## config.mk

```make
export PLATFORM = sky130hd
export DESIGN_NAME = reg_file_read_ports
export DESIGN_NICKNAME = d
export VERILOG_FILES = /design/src/rtl/reg_file_pkg.sv /design/src/rtl/reg_file_read_ports_port.sv /design/src/rtl/reg_file_read_ports.sv
export SDC_FILE = /design/constraint.sdc
export NUM_CORES = 1
export LEC_CHECK = 0
export BUFFER_PORTS_ARGS = -buffer_cell sky130_fd_sc_hd__buf_4
export CORE_ASPECT_RATIO = 2
export CORE_UTILIZATION = 54
export CTS_CLUSTER_DIAMETER = 80
export CTS_CLUSTER_SIZE = 14
export DETAILED_ROUTE_END_ITERATION = 6
export PLACE_DENSITY_LB_ADDON = 0.1
export SYNTH_ARGS = -nofsm -noshare
export SYNTH_HDL_FRONTEND = slang
export SYNTH_SLANG_ARGS = --single-unit
```

## constraint.sdc

```tcl
create_clock -name clk -period 1.7 [get_ports clk]
set_input_delay 0.34 -clock clk [delete_from_list [all_inputs] [get_ports clk]]
set_output_delay 0.34 -clock clk [all_outputs]
set_load 0.02 [all_outputs]
```

## src/rtl/reg_file_pkg.sv

```systemverilog
// Shared constants, types and dump FSM states for the register file read side.
package reg_file_pkg;

  localparam int DATA_W = 4;
  localparam int ADDR_W = 3;
  // NREGS must equal 2**ADDR_W so every address names a real register.
  localparam int NREGS  = 8;

  typedef logic [DATA_W-1:0] data_t;
  typedef logic [ADDR_W-1:0] addr_t;

  typedef enum logic [1:0] {
    IDLE   = 2'd0,
    STREAM = 2'd1,
    DONE   = 2'd2
  } dump_state_t;

  localparam addr_t LAST_IDX = addr_t'(NREGS - 1);

endpackage

```

## src/rtl/reg_file_read_ports_port.sv

```systemverilog
// One registered read port: 1-cycle latency, returns the post-edge register
// value by forwarding a same-edge write to the addressed register.
module reg_read_port
  import reg_file_pkg::*;
(
  input  logic  clk,
  input  logic  reset,
  input  logic  req,
  input  addr_t addr,
  input  data_t regs  [NREGS-1:0],
  input  data_t wr_d  [NREGS-1:0],
  input  logic  wr_en [NREGS-1:0],
  output logic  valid,
  output data_t data
);

  data_t fwd;

  // Select the value the register will hold after this edge.
  always_comb begin
    fwd = wr_en[addr] ? wr_d[addr] : regs[addr];
  end

  // Capture on request; data holds when no request so the last read persists.
  always_ff @(posedge clk) begin
    if (reset) begin
      valid <= 1'b0;
      data  <= '0;
    end else begin
      valid <= req;
      if (req) data <= fwd;
    end
  end

endmodule

```

## src/rtl/reg_file_read_ports.sv

```systemverilog
// Register storage, two independent bypassed read ports and a debug dump
// engine that streams every register out over valid/ready.
module reg_file_read_ports
  import reg_file_pkg::*;
(
  input  logic  clk,
  input  logic  reset,
  input  data_t wr_d  [NREGS-1:0],
  input  logic  wr_en [NREGS-1:0],
  input  logic  rd_req_1,
  input  addr_t rd_addr_1,
  output logic  rd_valid_1,
  output data_t rd_data_1,
  input  logic  rd_req_2,
  input  addr_t rd_addr_2,
  output logic  rd_valid_2,
  output data_t rd_data_2,
  input  logic  dump_start,
  input  logic  dump_ready,
  output logic  dump_valid,
  output addr_t dump_addr,
  output data_t dump_data,
  output logic  dump_busy,
  output logic  dump_done
);

  localparam int NPORTS = 2;

  data_t       regs [NREGS-1:0];
  logic        port_req   [NPORTS];
  addr_t       port_addr  [NPORTS];
  logic        port_valid [NPORTS];
  data_t       port_data  [NPORTS];
  dump_state_t state, state_nx;
  addr_t       idx, idx_nx;

  // Storage: each register loads independently from its own enable.
  always_ff @(posedge clk) begin
    for (int i = 0; i < NREGS; i++) begin
      if (reset)         regs[i] <= '0;
      else if (wr_en[i]) regs[i] <= wr_d[i];
    end
  end

  // Fold the two named ports into arrays so the port instances share one loop.
  assign port_req[0]  = rd_req_1;
  assign port_addr[0] = rd_addr_1;
  assign port_req[1]  = rd_req_2;
  assign port_addr[1] = rd_addr_2;
  assign rd_valid_1   = port_valid[0];
  assign rd_data_1    = port_data[0];
  assign rd_valid_2   = port_valid[1];
  assign rd_data_2    = port_data[1];

  for (genvar p = 0; p < NPORTS; p++) begin : g_port
    reg_read_port u_port (
      .clk   (clk),
      .reset (reset),
      .req   (port_req[p]),
      .addr  (port_addr[p]),
      .regs  (regs),
      .wr_d  (wr_d),
      .wr_en (wr_en),
      .valid (port_valid[p]),
      .data  (port_data[p])
    );
  end

  // Dump state and beat index registers.
  always_ff @(posedge clk) begin
    if (reset) begin
      state <= IDLE;
      idx   <= '0;
    end else begin
      state <= state_nx;
      idx   <= idx_nx;
    end
  end

  // Dump next-state: start only from IDLE, advance on accepted beats, and
  // stop on an explicit last-index compare rather than counter wrap.
  always_comb begin
    state_nx = state;
    idx_nx   = idx;
    unique case (state)
      IDLE: begin
        if (dump_start) begin
          state_nx = STREAM;
          idx_nx   = '0;
        end
      end
      STREAM: begin
        if (dump_ready) begin
          if (idx == LAST_IDX) begin
            state_nx = DONE;
            idx_nx   = '0;
          end else begin
            idx_nx = idx + addr_t'(1);
          end
        end
      end
      DONE: begin
        state_nx = IDLE;
        idx_nx   = '0;
      end
      default: begin
        state_nx = IDLE;
        idx_nx   = '0;
      end
    endcase
  end

  // Dump outputs; data reads live storage so a write to a stalled beat's
  // register shows up immediately.
  always_comb begin
    dump_valid = (state == STREAM);
    dump_busy  = (state != IDLE);
    dump_done  = (state == DONE);
    dump_addr  = idx;
    dump_data  = (state == STREAM) ? regs[idx] : '0;
  end

endmodule

```

==> results of run 1 <==
[sequential cells by signal (all words and copies together) (netlist names)]
| register | count |
|---|---|
| regs | 32 |
| g_port.u_port.data | 8 |
| dump_addr | 3 |
| g_port.u_port.valid | 2 |
| state | 2 |
[what timing repair did]
item                                    in CTS  in global routing
cloned                                       0                  0
pin swaps                                    0                  1
resized for setup                            1                  0
endpoints found under the setup margin       4                  4
[how the worst max path moves through the flow]
stage                                         start            to  depth (start not counted)
after floorplan           dump_addr[0]$_SDFFE_PP0P_  dump_data[0]                          4
after global placement    dump_addr[0]$_SDFFE_PP0P_  dump_data[1]                          4
after detailed placement  dump_addr[0]$_SDFFE_PP0P_  dump_data[1]                          4
after CTS                 dump_addr[0]$_SDFFE_PP0P_  dump_data[1]                          4
after global routing      dump_addr[0]$_SDFFE_PP0P_  dump_data[1]                          4
final                     dump_addr[0]$_SDFFE_PP0P_  dump_data[1]                          4
[layer usage]
layer  routed length (um)  global-route usage [%]  vias to the layer above
met4                  186                    10.5                        0
met1                 2760                    31.1                     1194
met3                  398                    3.41                       16
met5                    0                       0                        -
li1                     -                       -                     1105
met2                 4640                    54.0                       95
[per-stage QoR]
| step | hold WS [ps] | utilization (%) |
|---|---|---|
| 2_1_floorplan | 468 | - |
| 3_3_place_gp | 514 | 67.9 |
| 3_5_place_dp | 529 | 67.9 |
| 4_1_cts | 281 | 69.8 |
| 5_1_grt | 289 | 69.8 |
| 6_report | 281 | 69.8 |
[cell type report]
cell class | count | area (sq um) | share of cell area, %
clock buffer | 6 | 82.6 | 2.15
clock inverter | 2 | 16.3 | 0.423
inverter | 1 | 3.75 | 0.0975
multi-input combinational | 174 | 2020 | 52.5
sequential | 47 | 946 | 24.6
tap | 60 | 75.1 | 1.95
timing repair buffer | 87 | 703 | 18.3
[placed cells by master (no fill, tap or decap), types with 3 or more instances in the layout]
cell type,Yosys,layout
mux2i_1,53,53
mux4_1,12,12
o221ai_1,8,8
a21oi_1,3,3
nor2_1,36,36
nand3b_1,6,6
or3b_2,10,10
buf_12,0,4
dfxtp_1,47,45
mux4_2,32,32
buf_4,0,83
nor2b_1,3,3
clkbuf_8,0,6
[kinds of logic after synthesis]
family                     Yosys count
buffers and inverters               26
DFF                                 47
muxes                               97
AOI/OAI and AO/OA                   12
adders and majority gates            2
and+or+nand+nor                     63
[critical path, stage by stage (launching register included)]
cell     delay [ps]
dfxtp_4         450
mux4_2          550
mux2i_1         160
nor2_1           70
buf_4           160
[power breakdown]
part | internal, uW | switching, uW
Sequential | 1170 | 66.4
Combinational | 392 | 300
Clock | 333 | 402
==> impl_metrics.json, run 1 <==
{
  "detail_route.wl_per_cell_um": 21.2,
  "dpl.hpwl_um": 6230,
  "grt_overflow": 0,
  "cts.sink_count": 47,
  "synth_ff_type": "dfxtp_1",
  "dp_cells": 369,
  "antenna_found_initial": 0,
  "fill_cells": 454,
  "grt_max_degree": 32,
  "hold_depth": 3,
  "ios": 72,
  "period_minus_slack_ps": 2030,
  "finalNonFillerCells": 377,
  "synth_xor_area_share_pct": 0,
  "hold_buffers": 0,
  "synthesis.area_per_instance_sq_um": 12.6,
  "routed_wl_um": 7980,
  "dieHeight_um": 110,
  "ant_nets": 0,
  "path_clk_slew_ps": 90,
  "fmax_ghz": 0.492,
  "place.gp.congestion": 0.844,
  "yosys.area_share.simple_pct": 10.9,
  "status": "finished, violations left",
  "yosys-top-cells-count": "mux2i_1 (53), dfxtp_1 (47), nor2_1 (36), mux4_2 (32), mux4_1 (12)",
  "synth_warnings": 0,
  "cts-buffers-inserted": 5,
  "worstSetupPathType": "reg2out",
  "cp_max_fo": 8,
  "synth_seq_cells": 47,
  "max_slew.worst_pin.slew_ps": 403,
  "root_buffer": "clkbuf_8",
  "worst_setup_path_end_kind": "output pin",
  "port-buffer-count": 71,
  "design_area_sq_um": 3850,
  "synthAdderAreaFrac_pct": 0.801,
  "nNetsFinal": 370,
  "total_power_uw": 2660,
  "hp-start": "wr_d[9]",
  "violations": "setup timing",
  "worst_ep_arrival_time_ps": 1690,
  "hold_viol_final": 0,
  "postSynthCellCount": 247,
  "synth_cell_types": 26,
  "peakVddDrop_v": 0.000624,
  "die_w_um": 55.8,
  "fin_crit_sh_pct": 119,
  "slew_headroom_pct": 73.1,
  "synth_top_cells_by_area": "dfxtp_1 (30%), mux4_2 (23%), mux2i_1 (17%), mux4_1 (10%), nor2_1 (4.3%)",
  "die_area_sq_um": 6110,
  "layout_setup_ws_ps": -331,
  "ff2ff_setup_slack_ps": 160,
  "post_cts_buffers": 0,
  "post_dp_cell_area_sq_um": 3750,
  "worstReg2RegStart": "dump_addr[0]$_SDFFE_PP0P_",
  "synthArstFlopShare_pct": 0,
  "core_area_sq_um": 5520,
  "clk_path_buf_depth": 2,
  "syn_nets": 301,
  "drive_gt1_share_pct": 44.2,
  "required_ps": 1360,
  "reg2reg_to": "dump_addr[0]$_SDFFE_PP0P_",
  "hold_end": "regs[9]$_SDFFE_PP0P_",
  "synth.most_common_cell": "mux2i_1",
  "maxSlewViolCount": 0,
  "synth_top_area_share_pct": 30.1,
  "clk_latency_ps": 310,
  "synth_area_leader_cell": "dfxtp_1",
  "synth_compound_gate_area_share_pct": 2.88,
  "num_rows": 38,
  "area_growth_pct": 23.2,
  "synth_top_family_by_area": "multiplexers",
  "start_util_pct": 56.6,
  "synth-edff-count": 0,
  "drt_iter0_markers": 119,
  "power_density_nw_per_um2": 691,
  "cts_max_level": 2,
  "dr_total_vias": 2410,
  "hold_class": "in2reg",
  "antenna_cells": 0,
  "muxShareOfSynthArea_pct": 50.2,
  "grt_pass1_wl_um": 12800,
  "setup_tns_ps": -1240,
  "max-cap-violations": 0,
  "dp_slack_ps": -83.3,
  "finClkSkew_ps": 10.6,
  "leakage_uw": 0.00168,
  "ff2ff_path_depth": 5,
  "setup_viol": 4,
  "cts_tree": "yes",
  "grt_pass1_vias": 2394,
  "startpoint_type": "flop",
  "rsz0062_at_grt": "true",
  "synth_seq_area_share_pct": 30.1,
  "vias_per_cell": 6.39,
  "drtPass1Iterations": 4,
  "grt.total_usage_pct": 28.1,
  "route.detailed.drc": 0,
  "netlist_area_sq_um": 3120
}
Note: power is estimated with default switching activity, not from simulation.
==> run 2: changes to the inputs <==
--- a/config.mk
+++ b/config.mk
@@ -7,11 +7,12 @@
 export LEC_CHECK = 0
 export BUFFER_PORTS_ARGS = -buffer_cell sky130_fd_sc_hd__buf_4
 export CORE_ASPECT_RATIO = 2
-export CORE_UTILIZATION = 54
+export CORE_UTILIZATION = 35
 export CTS_CLUSTER_DIAMETER = 80
-export CTS_CLUSTER_SIZE = 14
+export CTS_CLUSTER_SIZE = 16
 export DETAILED_ROUTE_END_ITERATION = 6
 export PLACE_DENSITY_LB_ADDON = 0.1
+export REMOVE_ABC_BUFFERS = 1
 export SYNTH_ARGS = -nofsm -noshare
 export SYNTH_HDL_FRONTEND = slang
 export SYNTH_SLANG_ARGS = --single-unit
==> run 2 against run 1 <==
  * The flow still finishes with violations (setup timing)
  * Via count grew 1.7%
  * Clock skew is 5.2 ps lower
  * Sequential power about the same
  * Routed wire length increased by 15%
  * Count of clock-buffer cells in the layout grew 2
  * Critical path depth did not move
  * Critical endpoint is now dump_data[0]
  * Largest power group unchanged
==> impl_metrics.json, run 2 (synthesis gave the netlist of run 1 again) <==
{
  "worstReg2RegStart": "dump_addr[0]$_SDFFE_PP0P_",
  "post_dp_cell_area_sq_um": 3930,
  "ant_nets": 0,
  "layout_setup_ws_ps": -259,
  "cts_tree": "yes",
  "largest_register_ff_count": 32,
  "drt_iter0_markers": 123,
  "finClkSkew_ps": 5.39,
  "routed_wl_um": 9190,
  "drtPass1Iterations": 4,
  "nNetsFinal": 389,
  "cp_num_buf_inv": 1,
  "ios": 72,
  "total_power_uw": 3030,
  "hold_viol_final": 0,
  "detail_route.wl_per_cell_um": 21.1,
  "path_depth": 4,
  "leakage_uw": 0.00179,
  "worstSetupStartpoint": "dump_addr[0]$_SDFFE_PP0P_",
  "hold_depth": 3,
  "worstSetupPathType": "reg2out",
  "fill_cells": 847,
  "path_clk_slew_ps": 60,
  "port-buffer-count": 71,
  "die_area_sq_um": 9330,
  "cp_max_fo": 8,
  "antenna_found_initial": 0,
  "post_cts_buffers": 0,
  "required_ps": 1360,
  "num_rows": 48,
  "grt_pass1_vias": 2582,
  "startpoint_type": "flop",
  "max_slew.worst_pin.slew_ps": 368,
  "peakVddDrop_v": 0.000421,
  "rsz0062_at_grt": "true",
  "grt_overflow": 0,
  "crit_chain": "mux4_2 -> mux2i_1 -> nor2_1 -> buf_4",
  "ff2ff_path_depth": 5,
  "critPathTopFamily": "multiplexers",
  "status": "finished, violations left",
  "hp-start": "wr_d[31]",
  "setup_viol": 4,
  "regMostFlops": "regs",
  "violations": "setup timing",
  "final_common_cell": "buf_4",
  "route.detailed.drc": 0,
  "period_minus_slack_ps": 1960,
  "fin_crit_sh_pct": 115,
  "hold_class": "in2reg",
  "cts.sink_count": 47,
  "drive_gt1_share_pct": 47.0,
  "finalNonFillerCells": 436,
  "grt_max_degree": 23,
  "dieHeight_um": 136,
  "hold_buffers": 0,
  "dpl.hpwl_um": 7420,
  "cts_max_level": 2,
  "slew_headroom_pct": 75.5,
  "max_stage_delay_ps": 540,
  "power_density_nw_per_um2": 741,
  "setup_tns_ps": -963,
  "root_buffer": "clkbuf_16",
  "maxSlewViolCount": 0,
  "start_util_pct": 36.1,
  "worst_setup_path_end_kind": "output pin",
  "antenna_cells": 0,
  "cts-buffers-inserted": 5,
  "design_area_sq_um": 4090,
  "vias_per_cell": 5.62,
  "worst_ep_arrival_time_ps": 1620,
  "slowest_stage": "mux4_2",
  "fmax_ghz": 0.510,
  "clk_latency_ps": 290,
  "die_w_um": 68.8,
  "area_growth_pct": 30.9,
  "place.gp.congestion": 0.868,
  "clk_path_buf_depth": 2,
  "max-cap-violations": 0,
  "mostFrequentLayoutCells": "buf_4 (103), mux2i_1 (53), dfxtp_1 (45)",
  "dp_cells": 428,
  "grt_pass1_wl_um": 14100,
  "dr_total_vias": 2451,
  "core_area_sq_um": 8650,
  "grt.total_usage_pct": 21.6
}
==> run 2: worst reg2reg max path: cells and delay by family, from the launching register on <==
kind                     cells  cell delay [ps]
adder cells (fa/ha/maj)      2              400
flip-flops                   1              390
buffers and inverters        1              160
AO/OA/AOI/OAI                1              170
AND/OR/NAND/NOR              1              350
==> run 2: path summary, 6_finish.rpt <==
path | to | slack [ps]
min reg2reg | regs[9]$_SDFFE_PP0P_ | 550
min | regs[31]$_SDFFE_PP0P_ | 300
max reg2reg | dump_addr[0]$_SDFFE_PP0P_ | 140
max | dump_data[0] | -260
==> run 2: power breakdown <==
part / internal, uW / leakage [uW] / switching [uW]
registers: 1170 / 0.000389 / 66.0
logic: 422 / 0.00133 / 321
clock network: 627 / 0.0000772 / 427
==> run 2: through the flow <==
step	hold slack [ps]	util [%]	worst slack, ps
3_5_place_dp	534	45.4	-192
3_3_place_gp	519	45.4	-195
4_1_cts	297	47.3	-272
6_report	301	47.3	-259
5_1_grt	314	47.3	-367
2_1_floorplan	409	-	-147
==> run 2: layout make-up <==
| type | instances | area [sq um] | area share [%] |
|---|---|---|---|
| clock buffers | 8 | 156 | 3.82 |
| well taps | 100 | 125 | 3.06 |
| multi-input cells | 174 | 2020 | 49.4 |
| inverters | 1 | 3.75 | 0.0918 |
| flip-flops and latches | 47 | 948 | 23.2 |
| repair buffers | 106 | 833 | 20.4 |
==> run 2: what timing repair did <==
item / in CTS / in global routing
gates resized for setup: 4 / 0
setup endpoints to repair: 4 / 4
pin swaps: 2 / 2
==> run 2: layer usage <==
layer | up-vias | global-route usage (%) | wire length, um
met4 | 0 | 9.41 | 312
li1 | 1152 | - | -
met1 | 1223 | 22.0 | 3260
met5 | - | 0 | 0
met3 | 16 | 3.54 | 289
met2 | 60 | 40.5 | 5330
==> run 3: changes to the inputs <==
==> constraint.sdc (replaced) <==
create_clock -name clk -period 1.7 [get_ports clk]
set_input_delay 0.085 -clock clk [delete_from_list [all_inputs] [get_ports clk]]
set_output_delay 0.085 -clock clk [all_outputs]
set_load 0.02 [all_outputs]
==> run 3 against run 2 <==
  * Sequential share of layout area is 0.88 points higher
  * Flip-flop and latch count is the same
  * Routed wire length down 5.3%
  * The flow still finishes with violations (setup timing)
  * Sequential power barely moved
  * Worst setup slack better by 250 ps
  * Critical endpoint is now dump_data[1]
  * Die area did not move
  * Combinational power decreased by 6.6%
  * Largest cell class unchanged
  * Final cell count is 3.9% lower
  * Total power is 1.4% lower
  * Critical path type unchanged
  * Clock skew is 1.6 ps lower
  * Non-clock buffer count shrank 17
  * Utilization shrank 1.7 points
==> impl_metrics.json, run 3 (synthesis gave the netlist of run 1 again) <==
{
  "dieHeight_um": 136,
  "nNetsFinal": 372,
  "grt_max_degree": 37,
  "worst_ep_arrival_time_ps": 1620,
  "port-buffer-count": 71,
  "leakage_uw": 0.00170,
  "gr-usage-met3_pct": 3.20,
  "status": "finished, violations left",
  "drive_gt1_share_pct": 44.5,
  "worstSetupPathType": "reg2out",
  "fill_cells": 856,
  "startpoint_type": "flop",
  "hold_class": "in2reg",
  "core_area_sq_um": 8650,
  "antenna_found_initial": 0,
  "routed_wl_um": 8700,
  "num_rows": 48,
  "regMostFlops": "regs",
  "final_common_cell": "buf_4",
  "die_w_um": 68.8,
  "slew_headroom_pct": 73.5,
  "required_ps": 1620,
  "fmax_ghz": 0.586,
  "max-cap-violations": 0,
  "start_util_pct": 36.1,
  "max_slew.worst_pin.slew_ps": 397,
  "grt_overflow": 0,
  "setup_viol": 1,
  "path_clk_slew_ps": 60,
  "grt.busiest_layer": "met2",
  "dr_total_vias": 2376,
  "clk_path_buf_depth": 2,
  "clk_latency_ps": 290,
  "drtPass1Iterations": 4,
  "root_buffer": "clkbuf_16",
  "vias_per_cell": 5.67,
  "cts-buffers-inserted": 5,
  "ios": 72,
  "grt_pass1_vias": 2373,
  "grt.total_usage_pct": 20.7,
  "place.gp.congestion": 0.797,
  "cp_max_fo": 7,
  "hold_viol_final": 0,
  "route.detailed.drc": 0,
  "dpl.hpwl_um": 6750,
  "drt_iter0_markers": 88,
  "ant_nets": 0,
  "whs_ps": 38.9,
  "hp-start": "wr_d[27]",
  "violations": "setup timing",
  "setup_tns_ps": -5.50,
  "worstReg2RegStart": "dump_addr[0]$_SDFFE_PP0P_",
  "die_area_sq_um": 9330,
  "largest_register_ff_count": 32,
  "total_power_uw": 2990,
  "worstSetupStartpoint": "dump_addr[0]$_SDFFE_PP0P_",
  "finClkSkew_ps": 3.76,
  "hold_buffers": 0,
  "met1_usage_pct": 23.6,
  "detail_route.wl_per_cell_um": 20.8,
  "worst_setup_path_end_kind": "output pin",
  "layout_setup_ws_ps": -5.50,
  "power_density_nw_per_um2": 758,
  "rsz0062_at_grt": "true",
  "cts.sink_count": 47,
  "cts_max_level": 2,
  "maxSlewViolCount": 0,
  "period_minus_slack_ps": 1710,
  "fin_crit_sh_pct": 100,
  "area_growth_pct": 26.2,
  "peakVddDrop_v": 0.000405,
  "cts_tree": "yes",
  "mostFrequentLayoutCells": "buf_4 (88), mux2i_1 (53), dfxtp_1 (45)",
  "grt_pass1_wl_um": 13500,
  "antenna_cells": 0,
  "met2_usage_pct": 36.3
}
[run 3: changes by cell type in the layout (fill, tap and decap cells not counted)]
cell,previous run,this run
buf_12,3,1
a21oi_2,0,1
buf_4,103,88
a21oi_1,3,2
[run 3: stage by stage]
step	utilization (%)	cell area, sq um	setup slack (ps)	instances
global placement	43.4	3750	27.7	408
global route	45.6	3940	-85.9	419
detailed placement	43.4	3750	7.60	408
finish	45.6	3940	-5.50	419
floorplan	-	2970	108	222
CTS	45.5	3940	-18.5	419
[run 3: critical path, stage by stage, from the launching register on]
cell	delay, ps
dfxtp_4	410
mux4_2	510
mux2i_1	190
nor2_1	60
buf_4	160
[run 3: repair_timing]
action	CTS	global route
resized for setup	4	1
cloned	0	0
buffers inserted	3	0
hold endpoints to repair	0	0
endpoints found under the setup margin	4	5
[run 3: worst paths after layout]
path	to	slack, ps	cells past startpoint
worst min-delay path	regs[27]$_SDFFE_PP0P_	40	3
worst max-delay path	dump_data[1]	-5	4
worst max register to register	dump_addr[0]$_SDFFE_PP0P_	60	6
worst min register to register	regs[8]$_SDFFE_PP0P_	550	2
[run 3: metal layers]
layer / routed length [um] / part of all wire (%)
met1: 3150 / 36
met3: 334 / 3.8
met5: 0 / 0
met2: 4940 / 57
met4: 272 / 3.1
[run 3: power breakdown]
group	leakage, uW	total (uW)	switching [uW]	internal (uW)
clock network	0.0000772	1060	430	627
registers	0.000389	1240	68.8	1170
logic	0.00124	695	307	388
total	0.00170	2990	807	2180
[run 3: area by class of cell]
| cell class | count | area [sq um] | share of cell area [%] |
|---|---|---|---|
| multi-input combinational | 174 | 2030 | 51.4 |
| tap | 100 | 125 | 3.18 |
| timing repair buffer | 89 | 681 | 17.3 |
| clock buffer | 8 | 156 | 3.97 |
| inverter | 1 | 3.75 | 0.0953 |
| sequential | 47 | 948 | 24.1 |
